[src/rtl/data_memory_arbiter.sv]
// Round-robin arbiter and sequencer that shares one single-port DataMemory between
// the CPU load/store path (port 0) and an auxiliary master (port 1).
module data_memory_arbiter #(
  parameter int unsigned RD_LAT     = 1,
  parameter logic [31:0] ADDR_LIMIT = 32'h0003_FFFF
) (
  input  logic        clk,
  input  logic        rst_n,
  input  logic        req0,
  input  logic        we0,
  input  logic [31:0] addr0,
  input  logic [31:0] wd0,
  output logic        gnt0,
  output logic        rvalid0,
  output logic        err0,
  input  logic        req1,
  input  logic        we1,
  input  logic [31:0] addr1,
  input  logic [31:0] wd1,
  output logic        gnt1,
  output logic        rvalid1,
  output logic        err1,
  output logic [31:0] rdata,
  output logic        mem_we,
  output logic [31:0] mem_addr,
  output logic [31:0] mem_wd,
  input  logic [31:0] mem_rd
);

  typedef enum logic [1:0] {StIdle, StIssue, StWait, StResp} state_e;

  localparam logic [1:0] LatCnt = 2'(RD_LAT);

  state_e      r_state, w_state_d;
  logic        r_rr_last, w_rr_last_d;
  logic        r_we, w_we_d;
  logic [31:0] r_addr, w_addr_d;
  logic [31:0] r_wd, w_wd_d;
  logic        r_id, w_id_d;
  logic [1:0]  r_cnt, w_cnt_d;
  logic [1:0]  r_gnt, w_gnt_d;
  logic [1:0]  r_err, w_err_d;
  logic [1:0]  r_rvalid, w_rvalid_d;
  logic [31:0] r_rdata, w_rdata_d;
  logic        r_mem_we, w_mem_we_d;
  logic [31:0] r_mem_addr, w_mem_addr_d;
  logic [31:0] r_mem_wd, w_mem_wd_d;

  logic        w_win;
  logic        w_cmd_we;
  logic [31:0] w_cmd_addr;
  logic [31:0] w_cmd_wd;

  function automatic logic f_legal(input logic [31:0] a);
    return (a <= ADDR_LIMIT) && (a[1:0] == 2'b00);
  endfunction

  // On a tie the port that did not win the last tie goes first.
  assign w_win      = (req0 && req1) ? ~r_rr_last : req1;
  assign w_cmd_we   = w_win ? we1 : we0;
  assign w_cmd_addr = w_win ? addr1 : addr0;
  assign w_cmd_wd   = w_win ? wd1 : wd0;

  // Outputs are computed for the state being entered, then registered.
  always_comb begin
    w_state_d    = r_state;
    w_rr_last_d  = r_rr_last;
    w_we_d       = r_we;
    w_addr_d     = r_addr;
    w_wd_d       = r_wd;
    w_id_d       = r_id;
    w_cnt_d      = r_cnt;
    w_gnt_d      = 2'b00;
    w_err_d      = 2'b00;
    w_rvalid_d   = 2'b00;
    w_rdata_d    = r_rdata;
    w_mem_we_d   = 1'b0;
    w_mem_addr_d = 32'h0;
    w_mem_wd_d   = 32'h0;
    unique case (r_state)
      StIdle: begin
        if (req0 || req1) begin
          if (req0 && req1) w_rr_last_d = w_win;
          w_we_d         = w_cmd_we;
          w_addr_d       = w_cmd_addr;
          w_wd_d         = w_cmd_wd;
          w_id_d         = w_win;
          w_state_d      = StIssue;
          w_gnt_d[w_win] = 1'b1;
          if (!f_legal(w_cmd_addr)) begin
            w_err_d[w_win] = 1'b1;
          end else begin
            w_mem_we_d   = w_cmd_we;
            w_mem_addr_d = w_cmd_addr;
            if (w_cmd_we) w_mem_wd_d = w_cmd_wd;
          end
        end
      end
      StIssue: begin
        if (f_legal(r_addr) && !r_we) begin
          if (RD_LAT == 0) begin
            w_rdata_d        = mem_rd;
            w_rvalid_d[r_id] = 1'b1;
            w_state_d        = StResp;
          end else begin
            w_cnt_d      = 2'd1;
            w_mem_addr_d = r_addr;
            w_state_d    = StWait;
          end
        end else begin
          w_state_d = StIdle;
        end
      end
      StWait: begin
        if (r_cnt == LatCnt) begin
          w_rdata_d        = mem_rd;
          w_rvalid_d[r_id] = 1'b1;
          w_state_d        = StResp;
        end else begin
          w_cnt_d      = r_cnt + 2'd1;
          w_mem_addr_d = r_addr;
        end
      end
      StResp: w_state_d = StIdle;
      default: w_state_d = StIdle;
    endcase
  end

  always_ff @(posedge clk or negedge rst_n) begin
    if (!rst_n) begin
      r_state    <= StIdle;
      r_rr_last  <= 1'b1;
      r_we       <= 1'b0;
      r_addr     <= 32'h0;
      r_wd       <= 32'h0;
      r_id       <= 1'b0;
      r_cnt      <= 2'd0;
      r_gnt      <= 2'b00;
      r_err      <= 2'b00;
      r_rvalid   <= 2'b00;
      r_rdata    <= 32'h0;
      r_mem_we   <= 1'b0;
      r_mem_addr <= 32'h0;
      r_mem_wd   <= 32'h0;
    end else begin
      r_state    <= w_state_d;
      r_rr_last  <= w_rr_last_d;
      r_we       <= w_we_d;
      r_addr     <= w_addr_d;
      r_wd       <= w_wd_d;
      r_id       <= w_id_d;
      r_cnt      <= w_cnt_d;
      r_gnt      <= w_gnt_d;
      r_err      <= w_err_d;
      r_rvalid   <= w_rvalid_d;
      r_rdata    <= w_rdata_d;
      r_mem_we   <= w_mem_we_d;
      r_mem_addr <= w_mem_addr_d;
      r_mem_wd   <= w_mem_wd_d;
    end
  end

  assign gnt0     = r_gnt[0];
  assign gnt1     = r_gnt[1];
  assign err0     = r_err[0];
  assign err1     = r_err[1];
  assign rvalid0  = r_rvalid[0];
  assign rvalid1  = r_rvalid[1];
  assign rdata    = r_rdata;
  assign mem_we   = r_mem_we;
  assign mem_addr = r_mem_addr;
  assign mem_wd   = r_mem_wd;

endmodule
[config.mk]
export PLATFORM = sky130hd
export DESIGN_NAME = data_memory_arbiter
export DESIGN_NICKNAME = d
export VERILOG_FILES = /design/src/rtl/data_memory_arbiter.sv
export SDC_FILE = /design/constraint.sdc
export NUM_CORES = 1
export LEC_CHECK = 0
export CAP_MARGIN = 40
export CORE_MARGIN = 5
export CORE_UTILIZATION = 44
export CTS_CLUSTER_SIZE = 8
export DETAILED_ROUTE_END_ITERATION = 16
export PLACE_DENSITY = 0.85
export SKIP_LAST_GASP = 1
export SYNTH_ARGS = -nofsm -noshare
export SYNTH_HDL_FRONTEND = slang
export SYNTH_SLANG_ARGS = --single-unit
[constraint.sdc]
create_clock -name clk -period 5.6 [get_ports clk]
set_clock_uncertainty 0.2 [all_clocks]
set_input_delay 0.84 -clock clk [delete_from_list [all_inputs] [get_ports clk]]
set_output_delay 0.84 -clock clk [all_outputs]
set_load 0.01 [all_outputs]
Word-level counts from Yosys, hierarchy flattened
Cells that the tools add are included.
{"block": "word_totals", "register_bits": 142, "elab_cells": 80}
{"block": "classes", "add_sub_neg": 1, "order_cmp": 6, "eq_ne": 8, "n_mux": 34, "bitwise_logic": 1, "n_reduce_logical": 17}
{"op": "32-bit 2-to-1 mux", "n": 10}
{"op": "32-bit one-hot mux with 3 select lines", "n": 1}
{"op": "32-bit by 18-bit less-or-equal comparator with 1-bit output, second input constant", "n": 2}
{"op": "2-bit 2-to-1 mux", "n": 12}
{"op": "2-bit != test, second input constant", "n": 4}
{"op": "2-bit one-hot mux with 4 select lines", "n": 1}
{"op": "1-bit 2-to-1 mux", "n": 7}
{"op": "1-bit logical AND", "n": 6}
{"op": "2-bit zero test", "n": 3}
{"op": "2-bit AND reduction", "n": 3}
{"op": "3-bit AND reduction", "n": 2}
{"op": "2-bit by 1-bit equality test with 1-bit output, second input constant", "n": 2}
{"op": "2-bit equality test, second input constant", "n": 2}
{"op": "1-bit by 2-bit less-than comparator with 1-bit output, second input constant", "n": 2}
{"op": "2-bit one-hot mux with 2 select lines", "n": 1}
{"op": "2-bit by 1-bit adder with 2-bit output, second input constant", "n": 1}
{"op": "1-bit demux with 1-bit select", "n": 2}
{"op": "1-bit greater-or-equal comparator, second input constant", "n": 2}
{"op": "2-bit nonzero test", "n": 1}
{"op": "1-bit zero test", "n": 1}
{"op": "1-bit logical OR", "n": 1}
{"op": "1-bit inverter", "n": 1}

Longest topological paths before layout
Gate-level depths: netlist of run 1.
{"block": "depth", "depth_word": 9, "depth_mapped": 6}

Least setup slack after synthesis of run 1
OpenSTA, ideal clock, no wires.
{"block": "synth_timing", "path_kind": "input -> register", "startpoint": "in addr0[19]", "endpoint": "reg r_mem_wd[10] (netlist: mem_wd[10])", "arrival_time_ps": 2122, "setup_slack_ps": 3194, "path_stages": 5, "path_cell_list": "nor4_1 -> nand3_1 -> a222oi_1 -> clkbuf_2 -> a21boi_0"}
{"block": "synth_between", "elab_chain_cells": 6}
{"element": "from (decl)", "line_no": "11", "source": "input logic [31:0] addr0,"}
{"element": "32-bit 2-to-1 mux", "line_no": "61", "source": "assign w_cmd_addr = w_win ? addr1 : addr0;"}
{"element": "32-bit by 18-bit less-or-equal comparator with 1-bit output", "line_no": "55", "source": "return (a <= ADDR_LIMIT) && (a[1:0] == 2'b00);"}
{"element": "1-bit logical AND", "line_no": "55"}
{"element": "32-bit 2-to-1 mux", "line_no": "90", "source": "if (!f_legal(w_cmd_addr)) begin"}
{"element": "32-bit 2-to-1 mux", "line_no": "82", "source": "if (req0 || req1) begin"}
{"element": "32-bit 2-to-1 mux", "line_no": "80", "source": "unique case (r_state)"}
{"element": "net w_mem_wd_d[10]", "line_no": "47", "source": "logic [31:0] r_mem_wd, w_mem_wd_d;"}
{"element": "to (signal assigned)", "line_no": "159", "source": "r_mem_wd <= w_mem_wd_d;"}
{"element": "to (decl)", "line_no": "47"}
The timed path passes the listed nets, and every way through them passes these cells.
A chain may end at the register's enable or synchronous reset.

Worst setup path in the final report of run 1
{"block": "layout_timing", "startpoint": "in req1", "endpoint": "reg r_mem_addr[5] (netlist: mem_addr[5])"}
{"block": "layout_between", "elab_chain_cells": 8}
{"element": "from (decl)", "line_no": "16", "source": "input logic req1,"}
{"element": "1-bit logical AND", "line_no": "59", "source": "assign w_win = (req0 && req1) ? ~r_rr_last : req1;"}
{"element": "1-bit 2-to-1 mux", "line_no": "59"}
{"element": "32-bit 2-to-1 mux", "line_no": "61"}
{"element": "32-bit by 18-bit less-or-equal comparator with 1-bit output / 2-bit zero test (equally long branches)", "line_no": "55"}
{"element": "1-bit logical AND", "line_no": "55"}
{"element": "32-bit 2-to-1 mux", "line_no": "90"}
{"element": "32-bit 2-to-1 mux *", "line_no": "82"}
{"element": "32-bit one-hot mux with 3 select lines *", "line_no": "80"}
{"element": "net w_mem_addr_d[5]", "line_no": "46", "source": "logic [31:0] r_mem_addr, w_mem_addr_d;"}
{"element": "to (signal assigned)", "line_no": "158", "source": "r_mem_addr <= w_mem_addr_d;"}
{"element": "to (decl)", "line_no": "46"}
The timed path passes the listed nets; every way through them passes the cells marked *.

==> results of run 1 <==
-- worst paths after layout --
kind                       startpoint     endpoint  slack [ps]  depth (start not counted)
setup / recovery                 req1  mem_addr[5]        2670                          5
hold / removal                   r_id  r_rvalid[0]         250                          1
setup reg to reg            r_rr_last  mem_addr[5]        3320                          6
hold reg to reg                  r_id  r_rvalid[0]         250                          1
max in group asynchronous       rst_n     rdata[1]        3700                          2
min in group asynchronous       rst_n    rdata[10]         270                          1
-- metrics by stage --
stage               utilization (%)  instance area (µm²)  hold slack, ps
floorplan                         -                 5688           218.5
global placement              67.43                 8544           237.3
detailed placement            67.55                 8559           244.0
CTS                           72.36                 9169           260.2
global route                  72.36                 9169           294.7
finish                        72.36                 9169           250.2
-- power by group through the flow --
stage                     combinational (mW)  sequential [mW]  clock, mW
after floorplan                        0.238             1.29          0
after CTS                              0.624             1.26       1.18
after detailed placement               0.621             1.28          0
final                                  0.615             1.26       1.16
after global routing                   0.667             1.28       1.23
after global placement                 0.605             1.27          0
-- final cells by class --
cell class | count | area, µm² | share of cell area [%]
clock buffers | 19 | 442.9 | 4.831
clock inverters | 11 | 166.4 | 1.815
inverters | 1 | 3.754 | 0.04094
multi-input cells | 307 | 2034 | 22.19
flip-flops and latches | 142 | 3555 | 38.77
well taps | 172 | 215.2 | 2.347
repair buffers | 276 | 2751 | 30.01
-- placed cells by master, fill, tap and decap left out, types with 4 or more instances in the layout --
master           count
mux2i_1             16
nand2_1             99
nor2_1               4
a21boi_0            31
buf_4                7
mux2_2              34
a21oi_1              7
nand3_1              6
bufinv_16            4
a21o_1              18
o21ai_0             17
and2_1              18
dfrtp_1            141
clkdlybuf4s50_1    267
a22o_1              25
clkbuf_16           17
nor4_1              11
-- layer usage --
layer | routed length, µm | vias up | track usage [%] | part of all wire [%]
met5 | 0 | - | 0 | 0
met4 | 271 | 0 | 8.166 | 1.6
met3 | 1914 | 19 | 9.855 | 12
met2 | 8271 | 208 | 37.11 | 50
met1 | 6051 | 2266 | 24.15 | 37
li1 | - | 2191 | - | -
-- flip-flops by register name, summed over array words and instances, names as in the netlist, 2 cells and up, named ones only --
register  cells
mem_addr     32
mem_wd       32
r_addr       32
r_cnt         2
r_err         2
r_gnt         2
r_rvalid      2
rdata        32
-- kinds of logic (layout without fill, tap and decap cells) --
family	Yosys count	in the layout	share of synthesized area, %
and+or+nand+nor	150	150	11.88
AOI/OAI and AO/OA	105	105	13.53
adders and majority gates	1	1	0.2199
muxes	50	50	9.547
xor gates and xnor gates	1	1	0.1540
DFF	142	142	62.49
buffers and inverters	30	307	2.178
==> flow_summary.toml, run 1 <==
[status]
status = "complete, no violations"

[yosys]
synth-edff-count = 0
synth_common_cells = "dfrtp_1 (141), nand2_1 (99), mux2_2 (34)"
yosys-top-cells-area = "dfrtp_1 (62%), mux2_2 (6.7%), nand2_1 (6.5%)"
yosysWarnings = 0
synth.avg_cell_area_um2 = 11.87
syn-num-nets = 646
yosysMostFrequentCell = "dfrtp_1"
synth_cell_types = 34
synth_top_area_share_pct = 62.03
synth_area_mm2 = 0.005688
yosysSeqAreaShare_pct = 62.49
synth_top_area_cell = "dfrtp_1"
synth-seq-cells = 142
ys.flop_type = "dfrtp_1"
syn_inst = 479
async_flop_share_pct = 100.0

[critical_path]
arrival_ps = 3080
cp-start-kind = "primary input"
worstPathCellList = "clkdlybuf4s50_1 > a21boi_4 > nand3_1 > a22oi_2 > a22o_1"
critPathTopFamily = "compound AO/OA/AOI/OAI gates"
worstSetupPathType = "primary input to register"
required_ps = 5750
critPathMaxFanout = 19
cpPeakStageDelay_ps = 760
critical_path_buf_inv_count = 1
end_kind = "register"
critPathSlowestCell = "a22oi_2"

[pwr]
powerDensity_mw_per_mm2 = 331.3
p_sw_uw = 754.4
p_clk_share_pct = 38.2
power_mw = 3.038
p_sw_share_pct = 24.83
p_int_mw = 2.283
pwr-share-seq_pct = 41.6
combPwrFrac_pct = 20.3
ir_drop_mv = 0.1778
p_leak_nw = 4.077

[clocking]
htree_levels = 4
cts_tree = "done"
cts_hold_buffers = 0
cts_setup_buffers = 0
clock_latency_ps = 420
path_clk_slew_ps = 60
cts_num_sinks = 142
ctsResizeCount = 0
cts_root_buf = "clkbuf_16"
clockBufferDepth = 2
cts-buffers-inserted = 17

[floorplan]
die_area_mm2 = 0.01530
row_count = 41
die_w_um = 123.7
die_h_um = 123.7
ioPinCount = 269
core_area_mm2 = 0.01267
initial_core_util_pct = 44.89

[routing]
dr.pass1.iters = 4
routed_wirelength_um = 16510
drc = 0
post_drt_wl_per_cell_um = 17.79
num_vias = 4684
via_per_inst = 5.047
final_antenna_net_count = 0
first_iter_violations = 295

[timing]
max_slew.worst_pin.slew_ps = 904.5
setup_tns_ps = 0
finalCriticalPeriod_ps = 2929
setup_viol = 0
fmax_mhz = 341.4
rsz0062_at_grt = "false"
fin_crit_sh_pct = 52.31
hold_viol_final = 0
setup_slack_ps = 2671
slew_violations = 0
max_slew_margin_pct = 39.70

[final_layout]
nets = 912
area_delta_synth_final_pct = 61.20
drive_gt1_share_pct = 10.32
n_fill_cell = 872
final_cells = 928
diodes = 0

[global_routing]
grt_overflow = 0
grt_pass1_wl_um = 25240
grt_max_degree = 89
grt_pass1_vias = 4997
grt_usage_pct = 21.88
antenna_found_initial = 0

[worst_hold_path]
min_path_type = "register to register"

[placement]
dp_hpwl_um = 12470
portBuffers = 268
dp_slack_ps = 2260
placed_cells = 898
gp_congestion = 0.8840

[job]
cap_violations = 0
No activity file was read; power rests on OpenSTA's default activity.
==> run 2: changes to the inputs <==
--- a/config.mk
+++ b/config.mk
@@ -7,10 +7,10 @@
 export LEC_CHECK = 0
 export CAP_MARGIN = 40
 export CORE_MARGIN = 5
-export CORE_UTILIZATION = 44
+export CORE_UTILIZATION = 37
 export CTS_CLUSTER_SIZE = 8
 export DETAILED_ROUTE_END_ITERATION = 16
-export PLACE_DENSITY = 0.85
+export PLACE_DENSITY = 0.76
 export SKIP_LAST_GASP = 1
 export SYNTH_ARGS = -nofsm -noshare
 export SYNTH_HDL_FRONTEND = slang
==> constraint.sdc (replaced) <==
create_clock -name clk -period 2.4 [get_ports clk]
set_clock_uncertainty 0.2 [all_clocks]
set_input_delay 0.36 -clock clk [delete_from_list [all_inputs] [get_ports clk]]
set_output_delay 0.36 -clock clk [all_outputs]
set_load 0.01 [all_outputs]
==> run 2 against run 1 <==
Net effect:
- sequential cell count did not move
- register-to-register slack worse by 3100 ps
- non-clock buffer count increased by 18
- core utilization down 11 points
- final cell count rose by 3.8%
- setup slack worse by 2500 ps
- sequential share of layout area decreased by 0.82 points
- design area grew 2.2%
- combinational power is 140% higher
- clock-buffer cell count fell by 1
- routed wire length increased by 2.0%
- global-route usage fell by 2.5 points
- critical path type unchanged
- largest cell class unchanged
- highest routed layer is now met5
==> flow_summary.toml, run 2 (synthesis results as in run 1) <==
[critical_path]
r2r_end = "mem_wd[10]"
worstSetupPathType = "primary input to register"
rr_startpoint = "r_rr_last"
cp-start-kind = "primary input"
ff2ff_setup_slack_ps = 190
ff2ff_path_depth = 5
critPathMaxFanout = 32
required_ps = 2520
startpoint = "addr0[19]"
end_kind = "register"
worstSetupEndpoint = "mem_wd[10]"
arrival_ps = 2380

[timing]
slew_violations = 0
hold_ws_ps = 253.4
fin_crit_sh_pct = 94.23
max_slew_margin_pct = 54.86
hold_viol_final = 0
max_slew.worst_pin.slew_ps = 674.6
finalCriticalPeriod_ps = 2262
setup_tns_ps = 0
rsz0062_at_grt = "false"
setup_slack_ps = 138.5
setup_viol = 0
fmax_mhz = 442.2

[pwr]
ir_drop_mv = 0.4747
powerDensity_mw_per_mm2 = 746.4
p_leak_nw = 4.173

[routing]
routed_wirelength_um = 16840
final_antenna_net_count = 0
num_vias = 4737
drc = 0
post_drt_wl_per_cell_um = 17.48
via_per_inst = 4.919
first_iter_violations = 162
dr.pass1.iters = 4

[clocking]
clockBufferDepth = 2
cts_tree = "done"
cts-buffers-inserted = 17
path_clk_slew_ps = 60
cts_setup_buffers = 0
cts_num_sinks = 142
cts_root_buf = "clkbuf_16"
clock_latency_ps = 410
htree_levels = 4

[floorplan]
row_count = 45
core_area_mm2 = 0.01515
die_w_um = 134.0
die_h_um = 134.0
initial_core_util_pct = 37.55
die_area_mm2 = 0.01795
ioPinCount = 269

[placement]
placed_cell_area_mm2 = 0.008767
gp_congestion = 0.8257
dp_slack_ps = -270.0
dp_hpwl_um = 13040
portBuffers = 268

[global_routing]
grt_pass1_vias = 5359
grt_pass1_wl_um = 27380
antenna_found_initial = 1
grt_max_degree = 53
grt_overflow = 0
grt_usage_pct = 19.39

[job]
cap_violations = 0

[final_layout]
final_common_cell = "clkdlybuf4s50_1"
nets = 930
multiInputGateArea_mm2 = 0.002046
register_area_mm2 = 0.003555
diodes = 0
drive_gt1_share_pct = 12.77
most-common-layout-cells = "clkdlybuf4s50_1 (267), dfrtp_1 (141), nand2_1 (99), mux2_2 (34), a21boi_0 (31)"
fin_util_pct = 61.84
area_delta_synth_final_pct = 64.67
postLayoutCellArea_mm2 = 0.009366
n_fill_cell = 1182

[status]
status = "complete, no violations"

[worst_hold_path]
min_path_type = "register to register"
==> run 2: layer usage <==
layer	global-route usage, %	share of wire (%)
met1	21.60	38
met2	32.43	48
met3	9.565	12
met4	6.629	1.6
met5	0	0.065
==> run 2: final cells by class <==
type / instances / area share, %
repair buffers: 294 / 31.50
clock buffers: 18 / 4.689
inverters: 1 / 0.04007
well taps: 188 / 2.511
flip-flops and latches: 142 / 37.95
clock inverters: 13 / 1.469
multi-input cells: 307 / 21.84
==> run 2: per-stage QoR <==
stage | power [mW] | std cells
final | 6.991 | 963
after CTS | 7.070 | 963
after detailed placement | 4.498 | 931
after global placement | 4.426 | 931
after global routing | 7.335 | 963
after floorplan | 3.573 | 479
==> run 2: timing repair <==
action	in CTS	in global routing
endpoints found under the hold margin	46	0
endpoints found under the setup margin	0	11
resized for setup	0	2
hold buffers	1	0
==> run 2: worst max-delay path, cell delays in order <==
cell             delay, ps
clkdlybuf4s50_1        430
nor4_1                 400
nand3_1                160
a222oi_1               470
clkbuf_8               320
a21boi_0               240
==> run 2: where the power goes <==
part	total, mW	internal [mW]	switching [mW]
registers	2.94	2.74	0.199
clock network	2.55	1.55	0.998
logic	1.50	0.886	0.614
==> run 2: worst min path at each step <==
stage,start,end,cells after the start
2_1_floorplan,rst_n,asynchronous set/reset pin,0
3_3_place_gp,rst_n,rdata[27],1
3_5_place_dp,rst_n,rdata[22],1
4_1_cts,r_id,r_rvalid[0],1
5_1_grt,wd1[25],mem_wd[25],3
6_report,r_id,r_rvalid[0],1
==> run 3: changes to the inputs <==
--- a/config.mk
+++ b/config.mk
@@ -10,8 +10,9 @@
 export CORE_UTILIZATION = 37
 export CTS_CLUSTER_SIZE = 8
 export DETAILED_ROUTE_END_ITERATION = 16
+export GPL_ROUTABILITY_DRIVEN = 1
 export PLACE_DENSITY = 0.76
-export SKIP_LAST_GASP = 1
+export RECOVER_POWER = 50
 export SYNTH_ARGS = -nofsm -noshare
 export SYNTH_HDL_FRONTEND = slang
 export SYNTH_SLANG_ARGS = --single-unit
==> run 3 against run 2 <==
Net effect:
- non-clock buffer count is the same
- combinational power is essentially flat
- sequential power is essentially flat
- global-route usage is the same
- largest power group unchanged
- sequential share of layout area grew 0.10 points
- register-to-register slack is essentially flat
- routed wire length shrank 0.17%
==> flow_summary.toml, run 3 (synthesis results as in run 1) <==
[timing]
max_slew.worst_pin.slew_ps = 1314
fin_crit_sh_pct = 94.09
fmax_mhz = 442.8
hold_viol_final = 0
finalCriticalPeriod_ps = 2258
slew_violations = 0
setup_viol = 0
setup_tns_ps = 0
rsz0062_at_grt = "false"
max_slew_margin_pct = 12.43

[global_routing]
grt_pass1_vias = 5359
grt_pass1_wl_um = 27380
grt_usage_pct = 19.39
grt_overflow = 0
antenna_found_initial = 1
grt_max_degree = 53

[critical_path]
end_kind = "register"
r2r_end = "mem_addr[11]"
ff2ff_path_depth = 6
critPathMaxFanout = 32
required_ps = 2520
worstSetupPathType = "primary input to register"
startpoint = "addr0[19]"
arrival_ps = 2380
cp-start-kind = "primary input"
rr_startpoint = "r_rr_last"
ff2ff_setup_slack_ps = 190

[final_layout]
multiInputGateArea_mm2 = 0.002046
drive_gt1_share_pct = 12.65
area_delta_synth_final_pct = 64.23
n_fill_cell = 1188
register_area_mm2 = 0.003555
nets = 930
most-common-layout-cells = "clkdlybuf4s50_1 (241), dfrtp_1 (141), nand2_1 (99), mux2_2 (34), a21boi_0 (31)"
diodes = 0
final_common_cell = "clkdlybuf4s50_1"
postLayoutCellArea_mm2 = 0.009341
final_cells = 963

[pwr]
p_leak_nw = 4.239
power_mw = 6.973
powerDensity_mw_per_mm2 = 746.4
ir_drop_mv = 0.4748

[clocking]
clockBufferDepth = 2
htree_levels = 4
cts_num_sinks = 142
cts_root_buf = "clkbuf_16"
cts-buffers-inserted = 17
cts_tree = "done"
path_clk_slew_ps = 60
clock_latency_ps = 410

[status]
status = "complete, no violations"

[placement]
placed_cells = 931
placed_cell_area_mm2 = 0.008767
dp_hpwl_um = 13040
gp_congestion = 0.8257
portBuffers = 268

[routing]
first_iter_violations = 146
routed_wirelength_um = 16810
post_drt_wl_per_cell_um = 17.45
via_per_inst = 4.919
num_vias = 4737
final_antenna_net_count = 0
dr.pass1.iters = 4
drc = 0

[worst_hold_path]
min_path_type = "register to register"
min_from = "r_id"
whs_path_depth = 1
min_to = "r_rvalid[0]"

[floorplan]
core_area_mm2 = 0.01515
die_w_um = 134.0
die_area_mm2 = 0.01795
row_count = 45
die_h_um = 134.0
initial_core_util_pct = 37.55
ioPinCount = 269

[job]
cap_violations = 0
[run 3: cell types whose count changed in the layout (fill, tap and decap cells not counted), moves of 2 or more]
cell	change
clkbuf_2	+5
and2_0	+2
and2_1	-2
clkdlybuf4s50_1	-26
buf_4	-7
buf_2	+2
dlygate4sd3_1	+26
[run 3: cell type report]
| cell class | instances | share of cell area (%) |
|---|---|---|
| clock buffers | 18 | 4.701 |
| inverters | 1 | 0.04018 |
| clock inverters | 13 | 1.473 |
| well taps | 188 | 2.518 |
| multi-input cells | 307 | 21.90 |
| repair buffers | 294 | 31.32 |
| flip-flops and latches | 142 | 38.05 |
[run 3: worst max-delay path: stages]
cell and delay (ps):
clkdlybuf4s50_1 430, nor4_1 390, nand3_1 160, a222oi_1 470
clkbuf_8 320, a21boi_0 240
[run 3: layer usage]
layer  share of wire (%)  track usage, %
met1                  38           21.60
met4                 1.6           6.629
met2                  48           32.43
met3                  13           9.565
met5               0.065               0
[run 3: how the worst max path moves through the flow]
stage / cells past startpoint / slack (ps) / endpoint
5_1_grt: 6 / 6 / mem_wd[1]
3_5_place_dp: 6 / -270 / mem_wd[23]
3_3_place_gp: 6 / -210 / mem_wd[5]
4_1_cts: 6 / 150 / mem_wd[23]
6_report: 6 / 140 / mem_wd[10]
2_1_floorplan: 6 / 360 / mem_wd[10]
[run 3: report_power, final]
group | total [mW] | internal [mW] | switching, mW
Sequential | 2.94 | 2.74 | 0.198
Clock | 2.55 | 1.55 | 0.999
Combinational | 1.48 | 0.869 | 0.613
[run 3: what timing repair did]
action / CTS / global route
setup buffers: 0 / 0
setup endpoints to repair: 0 / 11
hold buffers: 1 / 0
endpoints found under the hold margin: 46 / 0
resized for setup: 0 / 2
[run 3: metrics by stage]
step | setup slack [ps] | utilization (%) | hold WS (ps)
2_1_floorplan | 357.7 | - | -135.6
3_3_place_gp | -213.4 | 57.89 | 138.3
3_5_place_dp | -270.0 | 57.89 | 150.4
4_1_cts | 147.3 | 61.76 | 257.1
5_1_grt | 5.953 | 61.68 | 278.6
6_report | 141.8 | 61.68 | 252.8
